File: src/rtl/ppfifo.sv
`timescale 1ns/1ps
// Ping-pong FIFO: writer fills one bank while reader drains the other; banks swap when read bank drains.
// Latency: put_ack/get_ack one cycle after req is seen; earliest get of a word is two cycles after its put accept.
// Backpressure: put waits while write bank is full and read bank holds data; get waits while read bank is empty.
//
// Ports:
//   clock, reset_n        rising-edge clock, asynchronous active-low reset
//   clear                 synchronous flush of both banks, overrides all handshakes
//   put_req/put_value     4-phase writer request and its data word
//   put_ack               write accepted, held until put_req drops
//   get_req               4-phase reader request
//   get_ack/get_value     read accepted, word held stable (and after ack drops)
//   full                  write bank full and read bank not empty
//   empty                 both banks empty
module ppfifo #(
  parameter int FIFO_WORD_SIZE = 1,
  parameter int BANK_DEPTH     = 4
) (
  input  logic                      clock,
  input  logic                      reset_n,
  input  logic                      clear,
  input  logic                      put_req,
  input  logic [FIFO_WORD_SIZE-1:0] put_value,
  output logic                      put_ack,
  input  logic                      get_req,
  output logic                      get_ack,
  output logic [FIFO_WORD_SIZE-1:0] get_value,
  output logic                      full,
  output logic                      empty
);

  localparam int PW = (BANK_DEPTH > 1) ? $clog2(BANK_DEPTH) : 1;
  localparam int CW = PW + 1;
  localparam logic [CW-1:0] DEPTH_C = CW'(BANK_DEPTH);

  typedef enum logic [1:0] {P_IDLE, P_ACK, P_DROP} put_state_t;
  typedef enum logic [1:0] {G_IDLE, G_ACK, G_DROP} get_state_t;

  put_state_t pstate;
  get_state_t gstate;

  // Both banks live in one array; the bank select is the top address bit.
  logic [FIFO_WORD_SIZE-1:0] mem [0:2*BANK_DEPTH-1];

  logic          wsel;
  logic [PW-1:0] wptr;
  logic [PW-1:0] rptr;
  logic [CW-1:0] wcnt;
  logic [CW-1:0] rcnt;

  logic [PW:0] waddr;
  logic [PW:0] raddr;
  logic        wfull;
  logic        rempty;
  logic        put_acc;
  logic        get_acc;
  logic        swap;

  assign waddr  = {wsel, wptr};
  assign raddr  = {~wsel, rptr};
  assign wfull  = (wcnt == DEPTH_C);
  assign rempty = (rcnt == '0);

  assign put_acc = !clear && (pstate == P_IDLE) && put_req && !wfull;
  assign get_acc = !clear && (gstate == G_IDLE) && get_req && !rempty;

  // Release the write bank once the reader has nothing left: either the bank
  // is full, or the writer is idle between requests (partial bank handoff).
  assign swap = !clear && rempty && (wcnt != '0) &&
                (wfull || ((pstate == P_IDLE) && !put_req)) &&
                !put_acc && !get_acc;

  assign full  = wfull && !rempty;
  assign empty = (wcnt == '0) && rempty;

  // Storage has no reset; occupancy is tracked by the counters.
  always_ff @(posedge clock) begin
    if (put_acc) begin
      mem[waddr] <= put_value;
    end
  end

  always_ff @(posedge clock or negedge reset_n) begin
    if (!reset_n) begin
      wsel <= 1'b0;
      wptr <= '0;
      rptr <= '0;
      wcnt <= '0;
      rcnt <= '0;
    end else if (clear) begin
      wsel <= 1'b0;
      wptr <= '0;
      rptr <= '0;
      wcnt <= '0;
      rcnt <= '0;
    end else if (swap) begin
      wsel <= ~wsel;
      wptr <= '0;
      rptr <= '0;
      rcnt <= wcnt;
      wcnt <= '0;
    end else begin
      if (put_acc) begin
        wptr <= wptr + PW'(1);
        wcnt <= wcnt + CW'(1);
      end
      if (get_acc) begin
        rptr <= rptr + PW'(1);
        rcnt <= rcnt - CW'(1);
      end
    end
  end

  // Put handshake. P_DROP swallows a request that was live across a clear.
  always_ff @(posedge clock or negedge reset_n) begin
    if (!reset_n) begin
      pstate  <= P_IDLE;
      put_ack <= 1'b0;
    end else if (clear) begin
      put_ack <= 1'b0;
      if (pstate == P_ACK) begin
        pstate <= P_DROP;
      end
    end else begin
      case (pstate)
        P_IDLE: begin
          if (put_acc) begin
            pstate  <= P_ACK;
            put_ack <= 1'b1;
          end
        end
        P_ACK: begin
          if (!put_req) begin
            pstate  <= P_IDLE;
            put_ack <= 1'b0;
          end
        end
        P_DROP: begin
          if (!put_req) begin
            pstate <= P_IDLE;
          end
        end
        default: begin
          pstate  <= P_IDLE;
          put_ack <= 1'b0;
        end
      endcase
    end
  end

  // Get handshake. get_value is only reloaded on an accept, so it holds
  // across ack release and clear.
  always_ff @(posedge clock or negedge reset_n) begin
    if (!reset_n) begin
      gstate    <= G_IDLE;
      get_ack   <= 1'b0;
      get_value <= '0;
    end else if (clear) begin
      get_ack <= 1'b0;
      if (gstate == G_ACK) begin
        gstate <= G_DROP;
      end
    end else begin
      case (gstate)
        G_IDLE: begin
          if (get_acc) begin
            gstate    <= G_ACK;
            get_ack   <= 1'b1;
            get_value <= mem[raddr];
          end
        end
        G_ACK: begin
          if (!get_req) begin
            gstate  <= G_IDLE;
            get_ack <= 1'b0;
          end
        end
        G_DROP: begin
          if (!get_req) begin
            gstate <= G_IDLE;
          end
        end
        default: begin
          gstate  <= G_IDLE;
          get_ack <= 1'b0;
        end
      endcase
    end
  end

endmodule

File: config.mk
export PLATFORM = sky130hd
export DESIGN_NAME = ppfifo
export DESIGN_NICKNAME = d
export VERILOG_FILES = /design/src/rtl/ppfifo.sv
export SDC_FILE = /design/constraint.sdc
export NUM_CORES = 1
export LEC_CHECK = 0
export CORE_MARGIN = 2
export CORE_UTILIZATION = 30
export DETAILED_ROUTE_END_ITERATION = 12
export DONT_BUFFER_PORTS = 1
export PLACE_DENSITY = 0.42
export SLEW_MARGIN = 20
export SYNTH_ARGS = -nofsm -noshare
export SYNTH_HDL_FRONTEND = slang
export SYNTH_SLANG_ARGS = --single-unit
export TNS_END_PERCENT = 1
File: constraint.sdc
create_clock -name clock -period 3.35 [get_ports clock]
set_input_delay 0.5025 -clock clock [delete_from_list [all_inputs] [get_ports clock]]
set_output_delay 0.5025 -clock clock [all_outputs]
set_load 0.1 [all_outputs]
* After elaboration in Yosys (flattened, before gate mapping)
Memory sizes are Yosys's and may differ from the RTL's. A register that Yosys moved wholly into a read port is not among the register bits. Index checks and enable logic that the tools add are counted.
Operators by class: add/subtract/negate cells 4, multipliers 0, div/mod/pow operators 0, $lt $le $gt $ge 0, eq/ne operators 15, shift operators 0, multiplexer cells 34, bitwise gates (word level) 2, reduce and logical (&&, ||, !) cells 37
Operators by type and width (count):
- $mux 2 | 14
- $mux 3 | 6
- $ne 3x3->1 const B | 6
- $reduce_and 3->1 | 5
- $logic_and 1x1->1 | 14
- $mux 1 | 10
- $reduce_bool 3->1 | 3
- $pmux 2 s2 | 2
- $logic_not 1->1 | 7
- $logic_not 3->1 | 2
- $pmux 1 s3 | 2
- $add 2x1->2 const B | 2
- $eq 2x1->1 const B | 2
- $eq 2x2->1 const B | 2
- $logic_not 2->1 | 2
- $ne 2x1->1 const B | 2
- $ne 2x2->1 const B | 2
- $reduce_or 2->1 | 2
- $add 3x1->3 const B | 1
- $eq 3x3->1 const B | 1
- $sub 3x1->3 const B | 1
- $not 1->1 | 2
- $reduce_bool 2->1 | 1
- $logic_or 1x1->1 | 1
Storage, ports and cells: register bits 17, bits in latches 0, memory bits (writable) 8, ROM bits 0, bits of input ports 6, output and inout bits 5, memories 1
Memory list:
- mem | depth 8, bits a word 1, read ports 1, clocked after memory_dff 1, wr ports 1, line 43 | logic [FIFO_WORD_SIZE-1:0] mem [0:2*BANK_DEPTH-1];

* Longest topological paths before layout
Gate-level depths: netlist (run 1).
depth in word-level cells 9, depth in mapped cells 7, gate-level depth less buffers 7

* Least setup slack after synthesis (run 1)
OpenSTA, ideal clock, no wires.
path kind reg2out, start point reg rcnt[0], end point out full, arrival 2.072 ns, slack 0.775 ns, cell stages (with the launch flop) 5, buffers on the path 0, cells stage by stage dfrtp_1 -> inv_1 -> ha_1 -> ha_1 -> nor2_1
Between the ends: cells in the longest elaborated chain, start to end 3
Ends and longest elaborated chain:
- from (decl) | line 49 | logic [CW-1:0] rcnt;
- from (signal assigned) | line 100 | rcnt <= wcnt;
- from (signal assigned) | line 109 | rcnt <= rcnt - CW'(1);
- $logic_not 3->1 | line 62 | assign rempty = (rcnt == '0);
- $logic_not 1->1 | line 73 | assign full = wfull && !rempty;
- $logic_and 1x1->1 | line 73
- to (decl) | line 28 | output logic full,
Every way passes these cells.

* Worst setup path in the final report (run 1)
start point reg rcnt[0], end point out empty
Between the ends: cells in the longest elaborated chain, start to end 2
Ends and longest elaborated chain:
- $logic_not 3->1 | line 62
- $logic_and 1x1->1 | line 74 | assign empty = (wcnt == '0) && rempty;
- to (decl) | line 29 | output logic empty
Every way passes these cells.

==> results of run 1 <==
[power by group]
group	switching [mW]	total (mW)	leakage, nW	internal [mW]
clock	0.106	0.266	0.0357	0.160
sequential	0.141	0.516	0.318	0.374
combinational	0.220	0.362	0.293	0.142
total	0.467	1.14	0.646	0.676
[how the worst max path moves through the flow]
stage | start | endpoint | cells past startpoint
6_report | rcnt[0]$_DFFE_PN0P_ | empty | 5
5_1_grt | rcnt[0]$_DFFE_PN0P_ | empty | 5
4_1_cts | rcnt[0]$_DFFE_PN0P_ | empty | 5
3_5_place_dp | rcnt[0]$_DFFE_PN0P_ | empty | 5
3_3_place_gp | rcnt[0]$_DFFE_PN0P_ | empty | 5
2_1_floorplan | rcnt[0]$_DFFE_PN0P_ | full | 4
[synthesized netlist by cell type (4+ instances only)]
library cell and n:
ha_1 10, nand2_1 7, a21oi_1 10, nor2_1 13, edfxtp_1 8, mux2i_1 6
nand2b_1 4, xor2_1 4, nor3_1 4, inv_1 11, dfrtp_1 18
[registers in the layout, summed over array words and instances, names as in the netlist]
register,count
wcnt,3
rcnt,3
pstate,2
put_ack,1
get_ack,1
wsel,1
mem,8
gstate,2
get_value,1
wptr,2
rptr,2
[per-stage QoR]
stage / util / worst slack [ns] / instances
after floorplan: - / 0.7753 / 132
after global placement: 0.3208 / 1.487 / 184
after detailed placement: 0.3208 / 1.471 / 184
after CTS: 0.3381 / 1.150 / 189
after global routing: 0.3381 / 1.070 / 189
final: 0.3381 / 1.180 / 189
[metal layers]
| metal | up-vias | global-route usage | share of wire |
|---|---|---|---|
| met2 | 9 | 0.1825 | 0.48 |
| met3 | 2 | 0.02195 | 0.023 |
| met5 | - | 0 | 0 |
| met4 | 0 | 0.03636 | 0.0073 |
| li1 | 466 | - | - |
| met1 | 459 | 0.1442 | 0.49 |
[layout make-up]
type,count,share of cell area
Sequential cell,26,0.4353
Multi-Input combinational cell,91,0.4353
Tap cell,54,0.04259
Clock buffer,3,0.02603
Inverter,11,0.02603
Clock inverter,1,0.01893
Timing Repair Buffer,3,0.01577
[cells by family after synthesis]
group	synth area share
compound gates	0.1095
xor+xnor	0.03621
fa+ha+maj	0.08621
buf+inv	0.04999
flops	0.4759
mux	0.08017
simple gates	0.1621
[timing repair]
item	in CTS	in global routing
hold endpoints to repair	18	0
hold buffers	1	0
setup buffers	0	0
==> impl_results.md, run 1 <==
* Core area at 0.004692 mm²
* RR Startpoint: rcnt[0]$_DFFE_PN0P_
* MaxCap Viol Count at 0
* Worst hold margin at 0.2743 ns
* Hold path startpoint: clear
* Filler Cell Count at 463
* Post-cts sizing count at 0
* Crit path top cell by count: ha_1
* R2R Setup Slk at 1.50 ns
* Die area at 0.005410 mm²
* Die span in y at 73.56 µm
* Layout area overhead at 9.310%
* Setup crit start kind: register
* CTS tree: built
* Tcrit/Tclk final at 0.6476
* Fmax at 460.9 MHz
* Clock buffer count from CTS at 3
* Class of the worst hold path: in -> reg
* Commonest cells after routing, fill and taps aside: 18 x dfrtp_1, 12 x nor2_1, 11 x inv_1, 10 x a21oi_1, 10 x ha_1
* Crit path required time at 2.85 ns
* Hold Vio Cnt, Final at 0
* DRC at 0
* Root Buffer: clkbuf_8
* Element type at the critical path end: output pin
* Area of the multi-input gates at 690.7 µm²
* Power Dens Cells at 720.7 mW/mm²
* R2R cell count at 7
* Synthesized area per cell at 11.00 µm²
* Row count at 25
* CP delay by family, top: adder cells
* Post-synth top area share at 0.3103
* Clock-pin slew on the worst setup and hold paths at 0.10 ns
* Synth unique cells at 36
* Post-DP Area at 0.001505 mm²
* Tightest Pin Transition at 0.9165 ns
* Final min period at 2.170 ns
* Post-synth EDFFs at 8
* Synth area leader: dfrtp_1
* Crit-path cells: inv_1 -> ha_1 -> ha_1 -> and3b_1 -> buf_4
* Slew Viols, Final at 0
* Final instance area at 0.001587 mm²
* CTS Sinks at 26
* Seq cells post-synth at 26
* Setup violators final at 0
* Worst-skew pair later-pin latency at 0.27 ns
* CP max FO at 7
* Vias per cell at 4.952
* Final HPWL DP at 1946 µm
* Peak supply drop at 312.3 µV
* Drt total wl at 2603 µm
* RSZ-0062 raised after global routing: false
* Pin count of the biggest net entering global routing at 19
* Layout cells sized above 1 at 0.1407
* Final Skew at 0.001578 ns
* Arrival @ worst endpoint at 1.67 ns
* Gpl congestion at 0.7504
* Post-Syn Area at 0.001451 mm²
* Hold Path Depth at 1
* Fraction of registers with async set/reset at 0.6923
* Slowest-stage cell, CP: dfrtp_1
* Antenna cells at 0
* Static leakage at 0.6458 nW
* First-pass GRT wire length at 4636 µm
* Setup TNS Final at 0 ns
* Global route total overflow at 0
* Total I/O pin count at 11
* Commonest non-fill, non-tap cell in the layout: dfrtp_1
* H-tree lvl count at 1
* Routed len/inst at 13.77 µm
* Reg area at 690.7 µm²
* Synth Net Count at 148
* Max incr delay on CP at 0.40 ns
* Outcome: finished, final reports clean
* Global Route Usage Sum at 0.1105
* Vias at 936
* DRT antenna net count at 0
* Final #Nets at 152
* Total Power at 1.143 mW
* Hold EP: rcnt[0]$_DFFE_PN0P_
* Initial DRC Count at 36
* Buffers added on ports at 0
* Starting density of the core at 0.3093
* Warnings from Yosys at 0
* Critical R2R Capture: rptr[0]$_DFFE_PN0P_
* Vias in the first global route at 995
* Clk buf depth at 2
* Top FF cell, synth: dfrtp_1
* Slew HR at 0.3870
* Buffers and inverters on the worst path at 2
* Antenna violations before repair at 0
* Sequential area share after synthesis at 0.4759
* Crit Path Category: reg -> out
* Synth area leaders: dfrtp_1 31%, edfxtp_1 17%, ha_1 8.6%, mux2i_1 4.1%, a21oi_1 3.4%
* Drt pass-1 iters at 4
* Syn Inst Count at 132
* Die extent in x at 73.56 µm
Power figures use the tool's default switching activity.
==> run 2: changes to the inputs <==
--- a/config.mk
+++ b/config.mk
@@ -9,7 +9,7 @@
 export CORE_UTILIZATION = 30
 export DETAILED_ROUTE_END_ITERATION = 12
 export DONT_BUFFER_PORTS = 1
-export PLACE_DENSITY = 0.42
+export PLACE_DENSITY = 0.43
 export SLEW_MARGIN = 20
 export SYNTH_ARGS = -nofsm -noshare
 export SYNTH_HDL_FRONTEND = slang
==> constraint.sdc (replaced) <==
create_clock -name clock -period 1.8 [get_ports clock]
set_input_delay 0.27 -clock clock [delete_from_list [all_inputs] [get_ports clock]]
set_output_delay 0.27 -clock clock [all_outputs]
set_load 0.1 [all_outputs]
==> run 2 against run 1 <==
Clock power up 29%. Die area stayed put. Total power grew 85%. Utilization is 1.5 points higher. Cell area increased by 4.4%. Global-route usage rose by 0.61 points. Non-clock buffer count up 7. Critical path type unchanged. Largest cell class is now multi-input combinational cells. Largest power group is now combinational cells.
==> impl_results.md, run 2 (synthesis gave the netlist of run 1 again) <==
* Final Skew at 0.009924 ns
* Starting density of the core at 0.3093
* CP max FO at 7
* Hold Vio Cnt, Final at 0
* Post-DP Area at 0.001583 mm²
* Clock buffer count from CTS at 3
* CTS Sinks at 26
* Class of the worst hold path: in -> reg
* Routed len/inst at 13.90 µm
* Tcrit/Tclk final at 0.9829
* Element type at the critical path end: output pin
* Area of the multi-input gates at 709.4 µm²
* Crit Path Category: reg -> out
* Final HPWL DP at 2000 µm
* Crit path required time at 1.53 ns
* Global Route Usage Sum at 0.1166
* Drt pass-1 iters at 4
* Layout cells sized above 1 at 0.2042
* Fmax at 565.2 MHz
* Top reg by flops: mem
* Max reg flops at 8
* Antenna cells at 0
* Final instance area at 0.001657 mm²
* Root Buffer: clkbuf_8
* Slew HR at 0.4350
* Gpl congestion at 0.7713
* Final min period at 1.769 ns
* Worst-skew pair later-pin latency at 0.27 ns
* Row count at 25
* RSZ-0062 raised after global routing: true
* MaxCap Viol Count at 0
* Vias at 932
* Commonest non-fill, non-tap cell in the layout: dfrtp_1
* Clk buf depth at 2
* Final #Nets at 159
* Buffers added on ports at 0
* Die span in y at 73.56 µm
* Drt total wl at 2724 µm
* Static leakage at 0.6760 nW
* Clock-pin slew on the worst setup and hold paths at 0.10 ns
* Global route total overflow at 0
* Peak supply drop at 473.5 µV
* Vias in the first global route at 952
* Pin count of the biggest net entering global routing at 19
* Filler Cell Count at 481
* Layout area overhead at 14.14%
* Largest regs: mem x8, rcnt x3, wcnt x3
* Setup TNS Final at 0 ns
* Tightest Pin Transition at 0.8447 ns
* Core area at 0.004692 mm²
* Initial DRC Count at 25
* Commonest cells after routing, fill and taps aside: 18 x dfrtp_1, 12 x nor2_1, 11 x inv_1, 10 x a21oi_1, 8 x edfxtp_1
* Slew Viols, Final at 0
* DRT antenna net count at 0
* Setup crit start kind: register
* Die extent in x at 73.56 µm
* Die area at 0.005410 mm²
* Outcome: finished, final reports clean
* Power Dens Cells at 1279 mW/mm²
* Total I/O pin count at 11
* CTS tree: built
* Reg area at 690.7 µm²
* H-tree lvl count at 1
* First-pass GRT wire length at 4781 µm
* Vias per cell at 4.755
* Setup violators final at 0
* Arrival @ worst endpoint at 1.50 ns
* DRC at 0
* Antenna violations before repair at 0
## run 2: cell types whose count changed in the layout (fill, tap and decap cells not counted), sizes merged
cell	previous run	this run
buf	2	9
bufinv	1	0
clkinv	0	1
## run 2: path summary, 6_finish.rpt
check,cells past startpoint,from,to,slack [ns]
min in group asynchronous,1,reset_n,gstate[1]$_DFFE_PN0P_,0.54
hold / removal,1,clear,rcnt[0]$_DFFE_PN0P_,0.04
setup / recovery,5,rcnt[0]$_DFFE_PN0P_,empty,0.03
max in group asynchronous,1,reset_n,wcnt[0]$_DFFE_PN0P_,0.73
setup reg to reg,6,pstate[0]$_DFFE_PN0P_,mem[1]$_DFFE_PP_,0.17
hold reg to reg,2,get_value$_DFFE_PN0P_,get_value$_DFFE_PN0P_,0.50
## run 2: stage by stage
step,total power [mW],util,hold slack (ns),std cells,setup slack [ns]
4_1_cts,2.140,0.3517,0.02751,196,0.00005795
2_1_floorplan,1.527,-,-0.02559,132,-0.08778
5_1_grt,2.270,0.3531,0.02391,196,-0.04044
3_3_place_gp,1.741,0.3373,-0.02515,191,0.1471
6_report,2.119,0.3531,0.03881,196,0.03085
3_5_place_dp,1.759,0.3373,-0.02514,191,0.09500
## run 2: area by class of cell
class                           instances  share of cell area
Clock buffer                            3             0.02492
Sequential cell                        26              0.4169
Clock inverter                          1            0.002266
Inverter                               11             0.02492
Timing Repair Buffer                   10             0.06193
Multi-Input combinational cell         91              0.4282
Tap cell                               54             0.04079
## run 2: critical path, cell delays in order (launching register included)
cell     delay [ns]
dfrtp_1        0.40
inv_1          0.07
ha_2           0.20
ha_4           0.17
and3b_2        0.21
buf_12         0.17
## run 2: power breakdown
| group | switching, mW | total, mW | internal, mW |
|---|---|---|---|
| registers | 0.0840 | 0.784 | 0.701 |
| clock network | 0.189 | 0.342 | 0.153 |
| logic | 0.618 | 0.992 | 0.374 |
| total | 0.891 | 2.12 | 1.23 |
## run 2: timing repair
action	CTS	global route
hold endpoints to repair	18	0
hold buffers	1	0
resized for setup	2	3
pin swaps	0	2
endpoints found under the setup margin	2	2
buffers inserted	0	0
## run 2: layer usage
| layer | GRT usage | wire [µm] | vias to the layer above |
|---|---|---|---|
| met5 | 0 | 0 | - |
| met4 | 0.04242 | 25 | 0 |
| met3 | 0.02058 | 62 | 2 |
| met2 | 0.1746 | 1317 | 9 |
| met1 | 0.1677 | 1319 | 438 |
| li1 | - | - | 483 |
==> run 3: changes to the inputs <==
--- a/config.mk
+++ b/config.mk
@@ -9,7 +9,7 @@
 export CORE_UTILIZATION = 30
 export DETAILED_ROUTE_END_ITERATION = 12
 export DONT_BUFFER_PORTS = 1
-export PLACE_DENSITY = 0.43
+export PLACE_DENSITY = 0.42
 export SLEW_MARGIN = 20
 export SYNTH_ARGS = -nofsm -noshare
 export SYNTH_HDL_FRONTEND = slang
==> constraint.sdc (replaced) <==
create_clock -name clock -period 1.7 [get_ports clock]
set_input_delay 0.255 -clock clock [delete_from_list [all_inputs] [get_ports clock]]
set_output_delay 0.255 -clock clock [all_outputs]
set_load 0.1 [all_outputs]
==> run 3 against run 2 <==
Cell area rose by 6.3%. Global-route usage fell by 0.89 points. Via count rose by 4.0%. Largest power group unchanged. Critical path type unchanged.
==> impl_results.md, run 3 (synthesis gave the netlist of run 1 again) <==
* CTS tree: built
* Final WS setup at 0.009640 ns
* Layout cells sized above 1 at 0.2667
* Gpl congestion at 0.7456
* Antenna violations before repair at 0
* Worst hold margin at 0.02955 ns
* Pin count of the biggest net entering global routing at 19
* Slowest-stage cell, CP: dfrtp_1
* Setup crit start kind: register
* Buffers added on ports at 0
* Outcome: finished, final reports clean
* Class of the worst hold path: in -> reg
* Drt pass-1 iters at 4
* DRT antenna net count at 0
* Root Buffer: clkbuf_8
* Starting density of the core at 0.3093
* Vias in the first global route at 1,001
* MaxCap Viol Count at 0
* Vias at 969
* Commonest non-fill, non-tap cell in the layout: dfrtp_1
* Final min period at 1.690 ns
* Die extent in x at 73.56 µm
* Top reg by flops: mem
* R2R cell count at 8
* H-tree lvl count at 1
* R2R Setup Slk at 0.04 ns
* Clk buf depth at 2
* Buffers and inverters on the worst path at 2
* Vias per cell at 4.750
* Core area at 0.004692 mm²
* First-pass GRT wire length at 4498 µm
* Crit-path cells: inv_1 -> ha_2 -> ha_4 -> and3b_2 -> buf_12
* Final #Nets at 167
* Layout area overhead at 21.38%
* Area of the multi-input gates at 728.2 µm²
* Critical R2R Capture: rcnt[2]$_DFFE_PN0P_
* Arrival @ worst endpoint at 1.44 ns
* Die span in y at 73.56 µm
* Tcrit/Tclk final at 0.9943
* Drt total wl at 2598 µm
* RSZ-0062 raised after global routing: true
* Max incr delay on CP at 0.39 ns
* Hold EP: get_ack$_DFFE_PN0P_
* Setup violators final at 0
* Crit Path Category: reg -> out
* Initial DRC Count at 28
* CTS Sinks at 26
* Hold Vio Cnt, Final at 0
* Hold path startpoint: clear
* Total I/O pin count at 11
* Element type at the critical path end: output pin
* CP startpoint: rcnt[0]$_DFFE_PN0P_
* Final Skew at 0.01001 ns
* Crit path required time at 1.44 ns
* Hold Path Depth at 1
* Worst-skew pair later-pin latency at 0.27 ns
* DRC at 0
* CP max FO at 4
* Peak supply drop at 670.3 µV
* Dpl ws at -0.007820 ns
* Row count at 25
* CP delay by family, top: flip-flops
* Max reg flops at 8
* Fmax at 591.6 MHz
* RR Startpoint: rcnt[0]$_DFFE_PN0P_
* Final HPWL DP at 1943 µm
* Die area at 0.005410 mm²
* Antenna cells at 0
* Filler Cell Count at 454
* Global route total overflow at 0
* Slew HR at 0.4207
* Tightest Pin Transition at 0.8661 ns
* Commonest cells after routing, fill and taps aside: 18 x dfrtp_1, 15 x buf_4, 12 x nor2_1, 11 x inv_1, 10 x a21oi_1
* Global Route Usage Sum at 0.1077
* Clock-pin slew on the worst setup and hold paths at 0.10 ns
* Slew Viols, Final at 0
* Power Dens Cells at 1416 mW/mm²
* Clock buffer count from CTS at 3
* Static leakage at 0.7318 nW
* Reg area at 690.7 µm²
* Largest regs: mem x8, rcnt x3, wcnt x3
* Routed len/inst at 12.74 µm
[run 3: changes by cell type in the layout (fill, tap and decap cells not counted)]
cell       delta
buf_4         +8
bufinv_16     +1
clkinv_1      -1
nand4bb_1     -1
nand4bb_4     +1
nor2b_1       -1
nor2b_2       +1
[run 3: how the worst max path moves through the flow]
stage               slack (ns)  depth (start not counted)                  end
floorplan                -0.17                          4                 full
global placement          0.02                          6  rcnt[1]$_DFFE_PN0P_
detailed placement      -0.008                          6  rcnt[1]$_DFFE_PN0P_
CTS                      -0.02                          5                empty
global route             -0.04                          5                empty
finish                    0.01                          5                empty
[run 3: per-stage QoR]
stage	setup TNS, ns	std cells	utilization	power [mW]	instance area (µm²)
floorplan	-0.3281	132	-	1.617	1454
global placement	0	196	0.3453	1.889	1620
detailed placement	-0.007820	196	0.3453	1.907	1620
CTS	-0.01709	204	0.3709	2.504	1740
global route	-0.05640	204	0.3755	2.666	1762
finish	0	204	0.3755	2.495	1762
[run 3: where the power goes]
part / leakage, nW / switching, mW / internal (mW) / total, mW
Clock: 0.0357 / 0.201 / 0.315 / 0.516
Combinational: 0.378 / 0.684 / 0.478 / 1.16
Sequential: 0.318 / 0.0750 / 0.742 / 0.817
Total: 0.732 / 0.960 / 1.54 / 2.49
[run 3: area by class of cell]
| cell class | count | area share |
|---|---|---|
| Inverter | 11 | 0.02344 |
| Timing Repair Buffer | 18 | 0.09233 |
| Clock buffer | 3 | 0.02344 |
| Clock inverter | 1 | 0.01705 |
| Multi-Input combinational cell | 91 | 0.4134 |
| Sequential cell | 26 | 0.3920 |
| Tap cell | 54 | 0.03835 |
[run 3: timing repair]
item | CTS | global route
hold buffers | 1 | 0
hold endpoints to repair | 18 | 0
setup endpoints to repair | 3 | 7
pin swaps | 2 | 2
setup buffers | 3 | 0
resized for setup | 4 | 4
[run 3: per-layer routing]
metal	vias up	wire length, µm	track usage
met2	7	1258	0.1835
met1	463	1259	0.1334
met4	0	23	0.03636
li1	497	-	-
met5	-	0	0
met3	2	56	0.02469
